File: config.mk
export PLATFORM = sky130hd
export DESIGN_NAME = shift_deserializer
export DESIGN_NICKNAME = d
export VERILOG_FILES = /design/src/rtl/deser_pkg.sv /design/src/rtl/deser_out_buf.sv /design/src/rtl/shift_deserializer.sv
export SDC_FILE = /design/constraint.sdc
export NUM_CORES = 1
export LEC_CHECK = 0
export ABC_CLOCK_PERIOD_IN_PS = 1800
export BUFFER_PORTS_ARGS = -buffer_cell sky130_fd_sc_hd__buf_2
export CAP_MARGIN = 20
export CORE_MARGIN = 2
export CORE_UTILIZATION = 52
export DETAILED_ROUTE_END_ITERATION = 8
export MAX_ROUTING_LAYER = met4
export PLACE_DENSITY = 0.77
export RECOVER_POWER = 50
export SLEW_MARGIN = 20
export SYNTH_ARGS = -nofsm -noshare
export SYNTH_HDL_FRONTEND = slang
export SYNTH_HIERARCHICAL = 1
export SYNTH_SLANG_ARGS = --single-unit
File: constraint.sdc
create_clock -name clk -period 1.8 [get_ports clk]
set_input_delay 0.18 -clock clk [delete_from_list [all_inputs] [get_ports clk]]
set_output_delay 0.18 -clock clk [all_outputs]
set_load 0.005 [all_outputs]
File: src/rtl/deser_pkg.sv
// Shared types and constants for the shift_deserializer serial receiver.
package deser_pkg;

    typedef enum logic [1:0] {
        StIdle,
        StShift,
        StParity
    } deser_state_e;

    localparam int unsigned DESER_WIDTH = 16;

    // Leaves headroom above WIDTH so the counter can sit at WIDTH in the parity state.
    function automatic int unsigned deser_cnt_width(input int unsigned width);
        return $clog2(width + 2);
    endfunction

endpackage

File: src/rtl/deser_out_buf.sv
// One-word holding buffer with valid/ready handshake and sticky overrun flag.
module deser_out_buf #(
    parameter int unsigned WIDTH = 16
) (
    input  logic             clk,
    input  logic             rst,
    input  logic             load_i,
    input  logic [WIDTH-1:0] word_i,
    input  logic             perr_i,
    input  logic             out_ready_i,
    input  logic             clr_ovr_i,
    output logic [WIDTH-1:0] data_o,
    output logic             valid_o,
    output logic             perr_o,
    output logic             overrun_o
);

    logic [WIDTH-1:0] data_q, data_d;
    logic             valid_q, valid_d;
    logic             perr_q, perr_d;
    logic             ovr_q, ovr_d;
    logic             accept;
    logic             drop;

    always_comb begin
        data_d  = data_q;
        valid_d = valid_q;
        perr_d  = perr_q;
        ovr_d   = ovr_q;
        // A word may load into the slot being drained on this same edge.
        accept  = load_i && (!valid_q || out_ready_i);
        drop    = load_i && !accept;

        if (accept) begin
            data_d  = word_i;
            perr_d  = perr_i;
            valid_d = 1'b1;
        end else if (valid_q && out_ready_i) begin
            valid_d = 1'b0;
        end

        if (drop) begin
            ovr_d = 1'b1;
        end else if (clr_ovr_i) begin
            ovr_d = 1'b0;
        end
    end

    always_ff @(posedge clk) begin
        if (rst) begin
            data_q  <= '0;
            valid_q <= 1'b0;
            perr_q  <= 1'b0;
            ovr_q   <= 1'b0;
        end else begin
            data_q  <= data_d;
            valid_q <= valid_d;
            perr_q  <= perr_d;
            ovr_q   <= ovr_d;
        end
    end

    assign data_o    = data_q;
    assign valid_o   = valid_q;
    assign perr_o    = perr_q;
    assign overrun_o = ovr_q;

endmodule

File: src/rtl/shift_deserializer.sv
// Serial-to-parallel receiver with selectable bit order and a one-word output buffer.
// Define DESER_PARITY_EN to expect an even-parity bit after every word.
module shift_deserializer
    import deser_pkg::*;
#(
    parameter int unsigned WIDTH = DESER_WIDTH
) (
    input  logic             clk,
    input  logic             rst,
    input  logic             en,
    input  logic             ser_in,
    input  logic             dir,
    input  logic             sync,
    output logic [WIDTH-1:0] data_out,
    output logic             out_valid,
    input  logic             out_ready,
    output logic             overrun,
    input  logic             clr_ovr,
    output logic             parity_err
);

    localparam int unsigned CntW = deser_cnt_width(WIDTH);
    localparam logic [CntW-1:0] CntLast = CntW'(WIDTH - 1);

    deser_state_e     state_q, state_d;
    logic [WIDTH-1:0] shreg_q, shreg_d;
    logic [CntW-1:0]  cnt_q, cnt_d;
    logic             dir_q, dir_d;
    logic [WIDTH-1:0] shifted;
    logic [WIDTH-1:0] word;
    logic             load;
    logic             perr;

    always_comb begin
        state_d = state_q;
        shreg_d = shreg_q;
        cnt_d   = cnt_q;
        dir_d   = dir_q;
        load    = 1'b0;
        word    = shreg_q;
        perr    = 1'b0;
        shifted = dir_q ? {shreg_q[WIDTH-2:0], ser_in} : {ser_in, shreg_q[WIDTH-1:1]};

        if (en) begin
            if (sync || state_q == StIdle) begin
                // First bit lands where a full run of shifts will carry it to its final slot.
                dir_d   = dir;
                cnt_d   = CntW'(1);
                state_d = StShift;
                shreg_d = dir ? {{(WIDTH-1){1'b0}}, ser_in} : {ser_in, {(WIDTH-1){1'b0}}};
            end else if (state_q == StShift) begin
                shreg_d = shifted;
                cnt_d   = cnt_q + CntW'(1);
                if (cnt_q == CntLast) begin
`ifdef DESER_PARITY_EN
                    state_d = StParity;
`else
                    state_d = StIdle;
                    cnt_d   = '0;
                    load    = 1'b1;
                    word    = shifted;
`endif
                end
            end
`ifdef DESER_PARITY_EN
            else begin
                state_d = StIdle;
                cnt_d   = '0;
                load    = 1'b1;
                word    = shreg_q;
                perr    = (^shreg_q) ^ ser_in;
            end
`endif
        end
    end

    always_ff @(posedge clk) begin
        if (rst) begin
            state_q <= StIdle;
            shreg_q <= '0;
            cnt_q   <= '0;
            dir_q   <= 1'b0;
        end else begin
            state_q <= state_d;
            shreg_q <= shreg_d;
            cnt_q   <= cnt_d;
            dir_q   <= dir_d;
        end
    end

    deser_out_buf #(
        .WIDTH(WIDTH)
    ) u_out_buf (
        .clk        (clk),
        .rst        (rst),
        .load_i     (load),
        .word_i     (word),
        .perr_i     (perr),
        .out_ready_i(out_ready),
        .clr_ovr_i  (clr_ovr),
        .data_o     (data_out),
        .valid_o    (out_valid),
        .perr_o     (parity_err),
        .overrun_o  (overrun)
    );

endmodule

==> out/metrics.yaml, run 1 <==
dieArea_sq_mm: 0.00468
skew_ns: 0.00706
crit-reg2reg-launch: "cnt_q[1]"
wl_met1_um: 1970
hold_start: "dir"
rsz0062_at_grt: "true"
synth_cell_types: 34
hold_viol: 0
gp_congestion: 0.791
clk_pin_slew_ns: 0.08
critical_path_class: "register to register"
hold_class: "primary input to register"
antennaDiodeCount: 0
netlist_area_sq_mm: 0.00216
final_nets: 253
ys_ff_latch: 42
final_cells: 295
cts-root-buf: "clkbuf_8"
synthTopCellsByArea: "dfxtp_1 39%, mux2_2 13%, nand2b_1 10%"
min_path_cells: 2
cts_max_level: 2
ys_seq_area_frac: 0.389
dieHeight_um: 68.4
dp.cells: 280
grt_pass1_vias: 1397
startpoint_type: "register"
core_area_sq_mm: 0.00400
routed_wl_um: 4190
wl_per_cell_um: 14.2
cts_max_path_buffers: 2
yosys.area.top_type: "dfxtp_1"
finalCritPeriodShare: 0.965
crit_path_end_kind: "register"
fmax_mhz: 576
cts_sinks: 42
timing.rr.end: "u_out_buf/data_o[5]"
antenna_left: 0
r2r_cells: 8
arrival_ns: 1.92
synthArstFlopShare: 0
mostFrequentLayoutCells: "40 x dfxtp_1, 35 x nand2b_1, 24 x mux2_2"
overflow: 0
numCtsBuffers: 5
status: "finished, final reports clean"
min_period_ns: 1.74
die_w_um: 68.4
min_to: "shreg_q[15]"
crit_fanout: 5
wl_met2_um: 1980
totalPowerFinal_mw: 1.78
ios: 27
p_leak_nw: 0.982
maxCapViolations: 0
power_density_mw_per_mm2: 692
dr.first_iter.drc_count: 94
final_common_cell: "dfxtp_1"
fill_cells: 338
syn_avg_cell_area_sq_um: 10.3
crit_required_ns: 1.98
grt_first_pass_wirelength_um: 6580
synthFlopType: "dfxtp_1"
grt_usage: 0.196
io_buffer_count: 26
drtPass1Iterations: 4
vias: 1544
drc: 0
antenna_found_initial: 0
area_delta_synth_final_pct: 19.2
drive_above_1_share: 0.302
peakVddDrop_v: 0.000404
placementRows: 23
dp_hpwl_um: 2580
synth_edf_count: 0
rrSetupSlack_ns: 0.06
synth_top_area_frac: 0.389
finalSetupViolCount: 0
initial_utilization: 0.540
insertion_delay_ns: 0.29
viasPerCell: 5.23
cts_tree: "yes"
stdcell_area_sq_mm: 0.00257
syn_inst: 209
yosysWarnings: 6
maxUsedRoutingLayer: "met4"
placed_cell_area_sq_mm: 0.00239
slew_viol_final: 0
synth.net_count: 218
wl_met3_um: 171
grt_max_degree: 28
==> repair_timing <==
action / 4_1_cts / 5_1_grt
buffers inserted: 0 / 5
hold buffers: 0 / 0
gates resized for setup: 0 / 2
setup endpoints to repair: 0 / 16
endpoints found under the hold margin: 0 / 0
==> sequential cells by signal, summed over array words and instances, names as in the netlist <==
| name | count |
|---|---|
| u_out_buf/perr_o | 1 |
| dir_q | 1 |
| u_out_buf/overrun_o | 1 |
| u_out_buf/data_o | 16 |
| shreg_q | 16 |
| u_out_buf/valid_o | 1 |
| state_q | 1 |
| cnt_q | 5 |
==> layout make-up <==
type | instances | area, sq um | area share
Clock buffer | 7 | 76.3 | 0.0297
Timing Repair Buffer | 42 | 318 | 0.123
Tap cell | 50 | 62.6 | 0.0243
Multi-Input combinational cell | 151 | 1230 | 0.478
Inverter | 2 | 7.51 | 0.00292
Clock inverter | 1 | 30.0 | 0.0117
Sequential cell | 42 | 848 | 0.330
==> routing by layer <==
metal / track usage / up-vias
met5: - / -
met3: 0.0395 / 4
met2: 0.279 / 29
li1: - / 799
met4: 0.108 / 0
met1: 0.258 / 712
==> critical path, cell delays in order (launching register included) <==
cell and delay, ns:
dfxtp_4 0.37, ha_4 0.15, nand4b_4 0.12, nor3_4 0.20, buf_4 0.17, clkbuf_16 0.14, mux2_2 0.33, nand2b_1 0.07
mux2i_1 0.07
==> worst max-delay path by stage <==
| stage | start | endpoint | slack (ns) | cells past startpoint |
|---|---|---|---|---|
| floorplan | cnt_q[1] | u_out_buf/data_o[0] | -0.06 | 8 |
| global placement | cnt_q[0] | u_out_buf/data_o[10] | 0.13 | 7 |
| detailed placement | cnt_q[1] | u_out_buf/data_o[3] | 0.06 | 7 |
| CTS | cnt_q[0] | u_out_buf/data_o[3] | 0.03 | 7 |
| global route | cnt_q[1] | u_out_buf/data_o[10] | -0.03 | 8 |
| finish | cnt_q[1] | u_out_buf/data_o[5] | 0.06 | 8 |
==> cell usage after synthesis (all sizes together) (3+ instances only) <==
master and n:
a22oi 17, nor2b 5, nor2 20, dfxtp 42
clkbuf 7, a21oi 5, buf 7, mux2i 17
nand2b 35, mux2 32, nor3 3
==> report_power, final <==
group	total [mW]	internal (mW)	switching [mW]
combinational	0.108	0.0489	0.0591
sequential	0.940	0.934	0.00644
clock	0.732	0.415	0.317
==> cells by family after synthesis <==
group | share of synthesized area
other | 0.00174
XOR/XNOR | 0.00406
flip-flops | 0.389
AO/OA/AOI/OAI | 0.0863
adder cells (fa/ha/maj) | 0.00579
multiplexers | 0.260
AND/OR/NAND/NOR | 0.205
buffers and inverters | 0.0487
==> metrics by stage <==
step                utilization  setup slack, ns  hold slack (ns)  setup TNS [ns]
floorplan                     -          -0.0627            0.256          -0.627
global placement          0.598            0.128            0.426               0
detailed placement        0.598           0.0608            0.426               0
CTS                       0.625           0.0298            0.109               0
global route              0.643          -0.0260            0.126         -0.0970
finish                    0.643           0.0625            0.126               0
Note: power is estimated with default switching activity, not from simulation.
==> run 2: changes to the inputs <==
--- a/config.mk
+++ b/config.mk
@@ -9,13 +9,13 @@
 export BUFFER_PORTS_ARGS = -buffer_cell sky130_fd_sc_hd__buf_2
 export CAP_MARGIN = 20
 export CORE_MARGIN = 2
-export CORE_UTILIZATION = 52
+export CORE_UTILIZATION = 50
 export DETAILED_ROUTE_END_ITERATION = 8
 export MAX_ROUTING_LAYER = met4
-export PLACE_DENSITY = 0.77
+export PLACE_DENSITY = 0.75
 export RECOVER_POWER = 50
 export SLEW_MARGIN = 20
 export SYNTH_ARGS = -nofsm -noshare
 export SYNTH_HDL_FRONTEND = slang
-export SYNTH_HIERARCHICAL = 1
 export SYNTH_SLANG_ARGS = --single-unit
+export TNS_END_PERCENT = 5
==> constraint.sdc (replaced) <==
create_clock -name clk -period 1.8 [get_ports clk]
set_input_delay 0.18 -clock clk [delete_from_list [all_inputs] [get_ports clk]]
set_output_delay 0.18 -clock clk [all_outputs]
set_load 0.02 [all_outputs]
==> run 2 against run 1 <==
Against the previous run:
- sequential cell count is 1 lower
- via count is 9.7% lower
- wire length is 12% lower
- maximum frequency is 13% higher
- die area is 12% lower
- clock skew is 0.0093 ns higher
- final cell count is 13% lower
- sequential share of layout area is 8.5 points higher
- largest power group unchanged
==> out/metrics.yaml, run 2 <==
gp_congestion: 0.733
die_w_um: 64.3
cp_slowest_cell: "dfxtp_1"
cts_max_path_buffers: 2
ios: 27
final_cells: 258
hold_class: "primary input to register"
synthArstFlopShare: 0
syn_inst: 187
critical_path_class: "register to register"
dieArea_sq_mm: 0.00413
final_common_cell: "dfxtp_1"
crit_path_end_kind: "register"
p_leak_nw: 0.705
tns_ns: 0
insertion_delay_ns: 0.35
crit_family: "simple AND/OR/NAND/NOR gates"
grt_first_pass_wirelength_um: 6360
arrival_ns: 1.81
grt_max_degree: 23
antenna_left: 0
hold_viol: 0
synthTopCellsByArea: "dfxtp_1 45%, mux2i_1 8.8%, mux2_2 8.7%"
cts_max_level: 2
final_nets: 220
skew_ns: 0.0164
fin_hold_ws_ns: 0.0758
crit_fanout: 16
drive_above_1_share: 0.165
vias: 1395
status: "finished, final reports clean"
core_area_sq_mm: 0.00342
ys_seq_area_frac: 0.451
totalPowerFinal_mw: 1.46
io_buffer_count: 25
syn_avg_cell_area_sq_um: 9.72
drtPass1Iterations: 4
rsz0062_at_grt: "false"
grt_usage: 0.205
synth_cell_types: 38
initial_utilization: 0.532
synth.most_common_cell: "dfxtp_1"
ys_top_cells_by_count: "41 x dfxtp_1, 32 x nand2_1, 16 x mux2i_1"
synthFlopType: "dfxtp_1"
finalSetupViolCount: 0
grt_pass1_vias: 1398
dieHeight_um: 64.3
met2_usage: 0.332
fmax_mhz: 650
slew_viol_final: 0
maxCapViolations: 0
ys_ff_latch: 41
numCtsBuffers: 5
grt.met3_usage: 0.0423
crit_required_ns: 2.07
mostFrequentLayoutCells: "41 x dfxtp_1, 32 x nand2_1, 18 x clkbuf_1"
power_density_mw_per_mm2: 738
antennaDiodeCount: 0
cts_sinks: 41
worst-path-buf-inv: 0
cts-root-buf: "clkbuf_4"
yosys.area.top_type: "dfxtp_1"
min_period_ns: 1.54
area_delta_synth_final_pct: 8.95
synth.net_count: 196
wl_per_cell_um: 14.3
netlist_area_sq_mm: 0.00182
cts-hold-fix-buffers: 0
critPathMaxStageDelay_ns: 0.41
dr.first_iter.drc_count: 107
grt-busiest-layer: "met2"
startpoint_type: "register"
cts_tree: "yes"
synth_edf_count: 0
peakVddDrop_v: 0.000516
antenna_found_initial: 0
viasPerCell: 5.41
finalCritPeriodShare: 0.854
cts_resized: 0
dp_hpwl_um: 2590
postCtsSetupBuffers: 0
synth_top_area_frac: 0.451
drc: 0
overflow: 0
dp.cells: 250
clk_pin_slew_ns: 0.12
routed_wl_um: 3700
grtUsageMet1: 0.239
placementRows: 21
crit_chain: "ha_1, and4b_1, and3_4, mux2i_1"
yosysWarnings: 0
run 2: changes by cell type in the layout (fill, tap and decap cells not counted), sizes merged, moves of 5 or more:
cell    delta
nand2     +32
nand2b    -31
mux2      -18
buf       -14
nor2       -5
nor2b      -5
run 2: tightest hold or removal path, delay by kind of cell:
kind | cells | cell delay (ns)
AO/OA/AOI/OAI | 1 | 0.06
buffers and inverters | 1 | 0.07
AND/OR/NAND/NOR | 1 | 0.08
run 2: worst paths after layout:
check                                    startpoint                   end  slack, ns  cells after the start
worst max-delay path                       cnt_q[0]  u_out_buf.data_o[13]       0.26                      4
worst min register to register  u_out_buf.data_o[7]   u_out_buf.data_o[7]       0.46                      2
worst max register to register             cnt_q[0]  u_out_buf.data_o[13]       0.26                      4
worst min-delay path                        clr_ovr   u_out_buf.overrun_o       0.08                      3
run 2: routing by layer:
layer  up-vias  share of wire
met5         -              0
met4         0          0.012
met3         4          0.053
met2        41           0.50
met1       649           0.44
li1        701              -
run 2: area by class of cell:
| cell class | count | area (sq um) |
|---|---|---|
| Fill cell | 336 | 1440 |
| Multi-Input combinational cell | 129 | 887 |
| Sequential cell | 41 | 821 |
| Timing Repair Buffer | 32 | 153 |
| Tap cell | 46 | 57.6 |
| Clock buffer | 5 | 37.5 |
| Clock inverter | 3 | 17.5 |
| Inverter | 2 | 7.51 |
run 2: logic make-up after synthesis:
| group | after synthesis | share of synthesized area |
|---|---|---|
| buffers and inverters | 17 | 0.0606 |
| adders and majority gates | 1 | 0.00688 |
| AOI/OAI and AO/OA | 35 | 0.145 |
| DFF | 41 | 0.451 |
| and+or+nand+nor | 61 | 0.155 |
| xor gates and xnor gates | 1 | 0.00482 |
| muxes | 30 | 0.175 |
| other | 1 | 0.00206 |
run 2: through the flow:
stage / setup WS, ns / utilization / area [sq um]
2_1_floorplan: 0.289 / - / 1820
3_3_place_gp: 0.396 / 0.571 / 1950
3_5_place_dp: 0.280 / 0.571 / 1950
4_1_cts: 0.266 / 0.587 / 2010
5_1_grt: 0.149 / 0.580 / 1980
6_report: 0.262 / 0.580 / 1980
run 2: where the power goes:
| part | internal (mW) | switching (mW) | total (mW) | leakage (nW) |
|---|---|---|---|---|
| clock network | 0.147 | 0.302 | 0.449 | 0.0310 |
| registers | 0.914 | 0.00539 | 0.920 | 0.331 |
| logic | 0.0328 | 0.0603 | 0.0931 | 0.343 |
==> run 3: changes to the inputs <==
--- a/config.mk
+++ b/config.mk
@@ -8,6 +8,7 @@
 export ABC_CLOCK_PERIOD_IN_PS = 1800
 export BUFFER_PORTS_ARGS = -buffer_cell sky130_fd_sc_hd__buf_2
 export CAP_MARGIN = 20
+export CORE_ASPECT_RATIO = 0.7
 export CORE_MARGIN = 2
 export CORE_UTILIZATION = 50
 export DETAILED_ROUTE_END_ITERATION = 8
==> run 3 against run 2 <==
Against the previous run:
- via count is 2.2% lower
- critical path type unchanged
- design area is 2.8% higher
- core utilization hardly changed
- largest cell class unchanged
- total power is 11% higher
- maximum frequency is 0.17% higher
- clock power is 35% higher
- hold slack better by 0.064 ns
- highest routed layer unchanged
- non-clock buffer count is 1 higher
==> out/metrics.yaml, run 3 (synthesis results as in run 2) <==
status: "finished, final reports clean"
slew_headroom: 0.666
maxCapViolations: 0
mostFrequentLayoutCells: "41 x dfxtp_1, 32 x nand2_1, 20 x clkbuf_1"
p_int_mw: 1.22
peakVddDrop_v: 0.000564
cts-hold-fix-buffers: 0
placementRows: 18
pwr-share-comb: 0.058
finalCritPeriodShare: 0.853
seq_area_sq_um: 821
vias: 1365
antenna_found_initial: 0
drive_above_1_share: 0.169
postCtsSetupBuffers: 0
insertion_delay_ns: 0.29
r2r_cells: 4
finalSetupViolCount: 0
timing.rr.end: "u_out_buf.data_o[7]"
final_cells: 263
area_delta_synth_final_pct: 12.0
fill_cells: 323
crit_chain: "ha_1, and4b_1, and3_4, mux2i_1"
dp_hpwl_um: 2390
final_common_cell: "dfxtp_1"
cts_sinks: 41
startpoint_type: "register"
die_w_um: 76.1
cts-root-buf: "clkbuf_8"
cp_slowest_cell: "dfxtp_1"
cts_resized: 0
grt_usage: 0.187
tns_ns: 0
dieHeight_um: 54.5
rrSetupSlack_ns: 0.26
p_leak_nw: 0.709
numCtsBuffers: 5
crit-reg2reg-launch: "cnt_q[0]"
multiInputGateArea_sq_um: 887
power_switching_mw: 0.400
dr.first_iter.drc_count: 58
fmax_mhz: 651
dieArea_sq_mm: 0.00414
hold_class: "primary input to register"
wl_met3_um: 132
crit_path_end_kind: "register"
crit_end: "u_out_buf.data_o[7]"
grt_pass1_vias: 1247
grt_max_degree: 29
crit_family: "simple AND/OR/NAND/NOR gates"
wl_per_cell_um: 13.4
power_frac_seq: 0.567
antennaDiodeCount: 0
pwr-share-clk: 0.375
cts_tree: "yes"
critical_path_class: "register to register"
gp_congestion: 0.823
cts_max_level: 2
crit_fanout: 16
arrival_ns: 1.76
grt_first_pass_wirelength_um: 5840
drc: 0
overflow: 0
rsz0062_at_grt: "false"
critPathMaxStageDelay_ns: 0.41
maxUsedRoutingLayer: "met4"
tightest_slew_ns: 0.501
wl_met1_um: 1910
antenna_left: 0
ios: 27
slew_viol_final: 0
clk_pin_slew_ns: 0.08
min_period_ns: 1.54
cts_max_path_buffers: 2
hold_viol: 0
power_density_mw_per_mm2: 795
initial_utilization: 0.517
critical_path_depth: 4
crit_start: "cnt_q[0]"
viasPerCell: 5.19
skew_ns: 0.00441
swShare: 0.247
worst-path-buf-inv: 0
final_nets: 221
routed_wl_um: 3530
drtPass1Iterations: 4
core_area_sq_mm: 0.00351
dp.cells: 255
wl_met2_um: 1460
crit_required_ns: 2.02
io_buffer_count: 25
-- run 3: routing by layer --
layer / vias to the layer above / global-route usage
met2: 23 / 0.299
met3: 5 / 0.0462
li1: 703 / -
met5: - / -
met1: 634 / 0.235
met4: 0 / 0.0727
-- run 3: worst min-delay path by stage --
stage | startpoint | endpoint | slack [ns] | cells past startpoint
after floorplan | rst | u_out_buf.data_o[14] | 0.24 | 1
after global placement | u_out_buf.data_o[4] | u_out_buf.data_o[4] | 0.44 | 2
after detailed placement | cnt_q[4] | cnt_q[4] | 0.44 | 2
after CTS | clr_ovr | u_out_buf.overrun_o | 0.13 | 3
after global routing | dir | dir_q | 0.17 | 3
final | clr_ovr | u_out_buf.overrun_o | 0.14 | 3
-- run 3: tightest hold or removal path: cells and delay by family --
family	cells	cell delay, ns
simple gates	1	0.08
buf+inv	1	0.07
compound gates	1	0.06
-- run 3: final cells by class --
class	count	share of cell area
clock inverters	3	0.0111
inverters	2	0.00369
repair buffers	33	0.0823
multi-input cells	129	0.436
well taps	50	0.0307
flip-flops and latches	41	0.403
clock buffers	5	0.0338
-- run 3: power groups by stage --
stage / sequential [mW] / combinational (mW) / clock [mW]
6_report: 0.919 / 0.0947 / 0.607
5_1_grt: 0.920 / 0.103 / 0.656
4_1_cts: 0.919 / 0.0963 / 0.622
3_5_place_dp: 0.940 / 0.0962 / 0
3_3_place_gp: 0.940 / 0.0959 / 0
2_1_floorplan: 0.938 / 0.0633 / 0
-- run 3: through the flow --
stage                util  worst slack, ns  area (sq um)  hold WS [ns]  power [mW]
floorplan               -            0.289          1820         0.245        1.00
global placement    0.562            0.375          1980         0.440        1.04
detailed placement  0.562            0.273          1980         0.444        1.04
CTS                 0.588            0.257          2070         0.131        1.64
global route        0.580            0.150          2040         0.169        1.68
finish              0.580            0.265          2040         0.140        1.62
